==> config.mk <==
export PLATFORM = sky130hd
export DESIGN_NAME = key_debounce_bank
export DESIGN_NICKNAME = d
export VERILOG_FILES = /design/src/rtl/key_debounce_bank.sv
export SDC_FILE = /design/constraint.sdc
export NUM_CORES = 2
export LEC_CHECK = 0
export CORE_MARGIN = 2
export CORE_UTILIZATION = 34
export CTS_CLUSTER_DIAMETER = 60
export DETAILED_ROUTE_END_ITERATION = 12
export GPL_TIMING_DRIVEN = 0
export PLACE_DENSITY_LB_ADDON = 0.3
export SLEW_MARGIN = 5
export SYNTH_ARGS = -nofsm -noshare
export SYNTH_HDL_FRONTEND = slang
export SYNTH_SLANG_ARGS = --single-unit
==> constraint.sdc <==
create_clock -name clk -period 3 [get_ports clk]
set_input_delay 0.45 -clock clk [delete_from_list [all_inputs] [get_ports clk]]
set_output_delay 0.45 -clock clk [all_outputs]
set_load 0.01 [all_outputs]
==> src/rtl/key_debounce_bank.sv <==
// key_debounce_bank: multi-channel key conditioner.
// Each raw key input is synchronised, polarity-normalised and debounced. Every
// channel then drives a clean level, press/release pulses, a long-press pulse and
// optional auto-repeat press pulses. A priority encoder reports the lowest-index
// press.
//
// Ports:
//   clk          system clock
//   rst          synchronous active-low reset
//   key          raw asynchronous key inputs
//   key_level    debounced pressed state (1 = pressed)
//   key_press    1-cycle pulse on a debounced press and on each auto-repeat
//   key_release  1-cycle pulse on a debounced release
//   key_long     1-cycle pulse once a press has been held LONG_CYCLES
//   key_valid    1-cycle pulse when any key_press bit is set
//   key_code     index of the lowest set key_press bit, held otherwise
module key_debounce_bank #(
    parameter int unsigned N_KEYS        = 16,
    parameter int unsigned STABLE_CYCLES = 1500000,
    parameter int unsigned LONG_CYCLES   = 100000000,
    parameter int unsigned REPEAT_CYCLES = 20000000,
    parameter bit          REPEAT_EN     = 1'b1,
    parameter bit          ACTIVE_HIGH   = 1'b1,
    parameter int unsigned CODE_W        = (N_KEYS > 1) ? $clog2(N_KEYS) : 1
) (
    input  logic              clk,
    input  logic              rst,
    input  logic [N_KEYS-1:0] key,
    output logic [N_KEYS-1:0] key_level,
    output logic [N_KEYS-1:0] key_press,
    output logic [N_KEYS-1:0] key_release,
    output logic [N_KEYS-1:0] key_long,
    output logic              key_valid,
    output logic [CODE_W-1:0] key_code
);

    localparam int unsigned DB_W     = $clog2(STABLE_CYCLES + 1);
    localparam int unsigned HOLD_MAX = (LONG_CYCLES > REPEAT_CYCLES) ? LONG_CYCLES : REPEAT_CYCLES;
    localparam int unsigned HOLD_W   = $clog2(HOLD_MAX + 1);

    // Not-pressed raw value, loaded into the synchronisers on reset.
    localparam logic [N_KEYS-1:0] SYNC_IDLE = {N_KEYS{~ACTIVE_HIGH}};

    typedef enum logic [1:0] {
        ST_IDLE   = 2'd0,
        ST_HOLD   = 2'd1,
        ST_REPEAT = 2'd2
    } hold_state_e;

    // Two-flop synchroniser per channel.
    logic [N_KEYS-1:0] sync1_q, sync1_d;
    logic [N_KEYS-1:0] sync2_q, sync2_d;
    logic [N_KEYS-1:0] samp;
    logic [N_KEYS-1:0] press_vec_d;

    always_comb begin
        sync1_d = key;
        sync2_d = sync1_q;
    end

    always_ff @(posedge clk) begin
        if (!rst) begin
            sync1_q <= SYNC_IDLE;
            sync2_q <= SYNC_IDLE;
        end else begin
            sync1_q <= sync1_d;
            sync2_q <= sync2_d;
        end
    end

    // Normalise so that samp = 1 means pressed.
    assign samp = ACTIVE_HIGH ? sync2_q : ~sync2_q;

    for (genvar gi = 0; gi < N_KEYS; gi++) begin : g_ch
        logic [DB_W-1:0]   db_cnt_q, db_cnt_d;
        logic              level_q, level_d;
        logic              press_q, press_d;
        logic              release_q, release_d;
        logic              long_q, long_d;
        hold_state_e       state_q, state_d;
        logic [HOLD_W-1:0] hold_cnt_q, hold_cnt_d;
        logic              rise, fall, rep;

        // Debounce: accept a change once STABLE_CYCLES consecutive samples differ.
        always_comb begin
            db_cnt_d = '0;
            level_d  = level_q;
            rise     = 1'b0;
            fall     = 1'b0;
            if (samp[gi] != level_q) begin
                if (db_cnt_q == DB_W'(STABLE_CYCLES - 1)) begin
                    level_d = ~level_q;
                    rise    = ~level_q;
                    fall    = level_q;
                end else begin
                    db_cnt_d = db_cnt_q + DB_W'(1);
                end
            end
        end

        // Hold FSM: long-press detection then periodic auto-repeat.
        always_comb begin
            state_d    = state_q;
            hold_cnt_d = hold_cnt_q;
            long_d     = 1'b0;
            rep        = 1'b0;
            case (state_q)
                ST_IDLE: begin
                    if (rise) begin
                        state_d    = ST_HOLD;
                        hold_cnt_d = '0;
                    end
                end
                ST_HOLD: begin
                    if (hold_cnt_q == HOLD_W'(LONG_CYCLES - 1)) begin
                        long_d     = 1'b1;
                        state_d    = ST_REPEAT;
                        hold_cnt_d = '0;
                    end else begin
                        hold_cnt_d = hold_cnt_q + HOLD_W'(1);
                    end
                end
                ST_REPEAT: begin
                    if (REPEAT_EN) begin
                        if (hold_cnt_q == HOLD_W'(REPEAT_CYCLES - 1)) begin
                            rep        = 1'b1;
                            hold_cnt_d = '0;
                        end else begin
                            hold_cnt_d = hold_cnt_q + HOLD_W'(1);
                        end
                    end else begin
                        hold_cnt_d = '0;
                    end
                end
                default: begin
                    state_d    = ST_IDLE;
                    hold_cnt_d = '0;
                end
            endcase
            // Release overrides any long/repeat event on the same edge.
            if (fall) begin
                state_d    = ST_IDLE;
                hold_cnt_d = '0;
                long_d     = 1'b0;
                rep        = 1'b0;
            end
        end

        always_comb begin
            press_d   = rise | rep;
            release_d = fall;
        end

        always_ff @(posedge clk) begin
            if (!rst) begin
                db_cnt_q   <= '0;
                level_q    <= 1'b0;
                press_q    <= 1'b0;
                release_q  <= 1'b0;
                long_q     <= 1'b0;
                state_q    <= ST_IDLE;
                hold_cnt_q <= '0;
            end else begin
                db_cnt_q   <= db_cnt_d;
                level_q    <= level_d;
                press_q    <= press_d;
                release_q  <= release_d;
                long_q     <= long_d;
                state_q    <= state_d;
                hold_cnt_q <= hold_cnt_d;
            end
        end

        assign press_vec_d[gi] = press_d;
        assign key_level[gi]   = level_q;
        assign key_press[gi]   = press_q;
        assign key_release[gi] = release_q;
        assign key_long[gi]    = long_q;
    end

    // Priority encoder computed from next-cycle presses so valid/code align with key_press.
    logic              valid_q, valid_d;
    logic [CODE_W-1:0] code_q, code_d;

    always_comb begin
        valid_d = |press_vec_d;
        code_d  = code_q;
        for (int i = N_KEYS - 1; i >= 0; i--) begin
            if (press_vec_d[i]) begin
                code_d = CODE_W'(i);
            end
        end
    end

    always_ff @(posedge clk) begin
        if (!rst) begin
            valid_q <= 1'b0;
            code_q  <= '0;
        end else begin
            valid_q <= valid_d;
            code_q  <= code_d;
        end
    end

    assign key_valid = valid_q;
    assign key_code  = code_q;

endmodule

==> results.txt <==
Static timing analysis puts the maximum clock frequency at 335 MHz. The fraction of the yosys area taken by sequential cells is 0.421. In this design, the stage delay of the slowest critical-path cell is 570 ps. Measured along the y axis, the die boundary spans 359 um. Across the VDD grid, the largest voltage drop is 463 uV.

At the end of routability-driven placement, the weighted congestion stood at 0.844. The combined global-route utilization of all metal layers is 0.153. Across the run, the number of max-cap violations was 0. Clock tree synthesis selected as its root buffer the cell clkbuf_16. The area growth from synthesis to layout is 18.7%. Counting every instance in the synthesized netlist gives 5117. The compound-gate portion of the synthesized area came out at 0.0686. For the standard-cell row count, the log shows 130. The number of vias per cell after detailed routing is 4.98, and the depth of the worst hold-timing path is 1.

The worst register-to-register path begins at g_ch[11].db_cnt_q[1]$_SDFF_PP0_. Synthesis inferred 901 register bits. Mux share of post-synthesis cell area: 0.00631.

Number of failing hold endpoints at the final stage: 0. The adder and majority gate portion of the synthesized area works out to 0.0280. By area the synthesized netlist is led by dfxtp_1, nor2_1, xor2_1.

For this design, the sink count on the clock tree is 901. The maximum fanout count along the critical path is 4, and the count of warnings emitted by yosys is 0. The number of hold buffers added after cts was 0; the normalized max-slew margin was 0.196.

The total iterations of the first detailed-routing run is 5. The portion of synthesized cell area occupied by the leading cell type is 0.421, and the residual DRC count is 0. The maximum number of pins on one net before global-route repair was 15.

The setup check on the worst reg-to-reg path leaves a slack of 10 ps. Total leakage power: 17.4 nW. In this run the power density over the cells is 503 nW/um^2. The first global-routing pass estimated 166 mm of wire. The register clock-pin slew on the reported worst setup and hold paths was 60 ps; the number of unique standard cell types used by synthesis was 90. The xor/xnor share of the synthesized area is 0.122, and the HPWL after detailed placement is 71.4 mm. CTS built an H-tree with a depth of 3. Share of the clock period used by the worst path after layout: 0.996. The number of global-route vias before repair was 32800. The run gives 87 as the boundary pin count. In this run the tool buffered the top-level ports with 86 buffer cells.

The fraction of final layout cells sized beyond drive strength 1 was 0.106. The simple-gate share of the synthesized area is 0.317, and the number of buffers on the longest clock path is 3. The cell at the slowest stage of the critical path is or4_4. The run gives 35400 as the routed via count.

The async set or reset register ratio after synthesis came out at 0. The critical path starts at g_ch[11].db_cnt_q[1]$_SDFF_PP0_. STA puts the critical path data arrival time at 3550 ps. Sort of element at the end of the critical path: a register.

Dividing the detail-routed wire length by the instance count gives 14.3 um. The endpoint of the worst-slack reg-to-reg timing path is key_code[0]$_SDFFE_PP0P_. The run gives 50900 um^2 as the cell area after layout. The count of routing violations after the opening detailed-route iteration is 1942. The run gives 105 as the number of buffers created by CTS. The average instance in the mapped netlist occupies 8.37 um^2. The transition time at the pin with the least slew margin was 1210 ps.

Between clock sinks in the finished design, the worst skew comes to 37.0 ps. Setup violations remaining at the end of the flow were counted as 0. After layout, the minimum clock period comes to 2990 ps.

The final hold slack came out at 427 ps. The hold-critical path endpoint is samp[9]$_SDFF_PN0_. Setup repair after global routing could not meet its margin everywhere. The starting density of the core was 0.342. TritonCTS built the clock tree. The routed design has 102 mm of wire.

Summed over all layers, the global routing overflow is 0. The combinational family with the most area after synthesis was simple AND/OR/NAND/NOR gates. The number of max-slew violations in the final report is 0, and the standard cell core area is 125000 um^2. The worst setup path is launched from a register. The count of nets left with antenna violations after detail routing was 0; the final layout net count was 5483. The overall die width is 359 um. STA puts the critical path data required time at 3570 ps. The number of enable flip-flop cells after synthesis is 0, and the cell depth of the worst flop-to-flop path is 10. The clock reaches the later pin of the worst-skew pair after 700 ps. The run gives 42800 um^2 as the netlist area before placement. Of all cell types, the one taking the most synthesized area is dfxtp_1. The run gives 4 as the initial antenna violation count. Walking the worst path, the cells encountered are ha_4 -> nand4_1 -> or4_4 -> nor4_4 -> a311oi_2 -> a31oi_2 -> nand4_1 -> or4_4 -> o2111ai_4 -> nand2_1. The floorplan step defined a die boundary enclosing 129000 um^2.

The most used flip-flop cell after synthesis is dfxtp_1. The net count after synthesis is 5231. The worst min-delay path startpoint is sync1_q[9]$_SDFF_PN0_. The flow ran to the end, and the final reports show no timing, DRC or antenna violations. Worst hold path class: register to register. The critical path is of the register to register type.

After detailed placement, the total cell area comes to 45800 um^2.
## critical path, delay by kind of cell (launching register included)
family,cells,cell delay [ps]
and+or+nand+nor,6,1790
DFF,1,360
AOI/OAI and AO/OA,3,560
adders and majority gates,1,150
## worst max path at each step
stage                                            to  slack (ps)  depth (start not counted)
2_1_floorplan  g_ch[12].hold_cnt_q[15]$_SDFFE_PP0P_          90                         10
3_3_place_gp                    samp[12]$_SDFF_PN0_       -2840                          6
3_5_place_dp            g_ch[14].press_q$_SDFF_PN0_       -2340                          6
4_1_cts                    key_code[1]$_SDFFE_PP0P_         -80                         12
5_1_grt                    key_code[0]$_SDFFE_PP0P_        -100                          9
6_report                   key_code[0]$_SDFFE_PP0P_          10                         10
## report_power, final
| part | internal [W] | switching (W) | total (W) | leakage, nW |
|---|---|---|---|---|
| logic | 0.000112 | 0.000303 | 0.000415 | 8.35 |
| registers | 0.0120 | 0.0000260 | 0.0120 | 7.27 |
| clock network | 0.00781 | 0.00531 | 0.0131 | 1.76 |
| total | 0.0199 | 0.00564 | 0.0256 | 17.4 |
## cells by family after synthesis
kind of cell             count (synthesis)
multiplexers                            27
buffers and inverters                  364
AO/OA/AOI/OAI                          461
XOR/XNOR                               595
flip-flops                             901
adder cells (fa/ha/maj)                 96
AND/OR/NAND/NOR                       2673
## through the flow
step                      std cells   util  TNS, ps  worst slack (ps)  total power [W]
after floorplan                5117      -        0              87.7           0.0125
after global placement         6853  0.365  -737730             -2840           0.0127
after detailed placement       6853  0.365  -476620             -2340           0.0127
after CTS                      7074  0.399     -185             -83.0           0.0260
after global routing           7105  0.405     -486              -101           0.0265
final                          7106  0.405        0              12.7           0.0256
## registers in the layout (all words and copies together) (netlist names)
name	cells
g_ch.hold_cnt_q	432
g_ch.level_q	16
samp	16
sync1_q	16
g_ch.state_q	32
key_valid	1
g_ch.db_cnt_q	336
g_ch.long_q	16
key_code	4
g_ch.press_q	16
g_ch.release_q	16
## metal layers
metal	wire, um	GRT usage
met1	48600	0.207
met2	46300	0.249
met3	4650	0.0246
met4	2290	0.0474
met5	0	0
## cell usage in the layout (no fill, tap or decap), types with 118 or more instances in the layout
| cell type | instances |
|---|---|
| nand4_1 | 185 |
| a21oi_1 | 176 |
| and3_1 | 124 |
| nand3_1 | 289 |
| xnor2_1 | 225 |
| dfxtp_1 | 889 |
| inv_1 | 157 |
| buf_4 | 131 |
| nand2_1 | 400 |
| nor2_1 | 982 |
| o21ai_0 | 118 |
| xor2_1 | 370 |
## layout make-up
type / instances / area [um^2]
diodes: 1 / 2.50
fillers: 12500 / 74600
multi-input cells: 3852 / 24100
inverters: 157 / 589
repair buffers: 154 / 1380
clock inverters: 57 / 648
plain buffers: 198 / 1100
clock buffers: 136 / 2940
well taps: 1650 / 2060
flip-flops and latches: 901 / 18100
## synthesized netlist by cell type, types with 8 or more instances
cell type  number
nor2_1        987
dfxtp_1       901
nand2_1       405
xor2_1        370
nand3_1       297
xnor2_1       225
nand4_1       185
a21oi_1       179
inv_1         157
and3_1        128
clkbuf_1      123
nor3_1        123
o21ai_0       122
ha_1           96
or3_1          67
buf_4          64
and2_1         58
nor4_1         56
and4_1         51
nor4bb_1       44
nor4b_1        41
nand2b_1       28
mux2i_1        27
a31oi_1        25
or4_1          25
nand3b_1       23
or2_2          23
or4b_2         23
nor2b_1        22
nand4b_1       20
a211oi_1       16
a21o_1         14
buf_2          14
and4b_1        12
o31ai_1        11
a22o_1          9
o221a_2         9
nor3b_1         8
## timing repair
item                       in CTS  in global routing
resized for setup             111                137
pin swaps                      20                 37
setup endpoints to repair     509                369
setup buffers                  29                 39
Power figures use the tool's default switching activity.
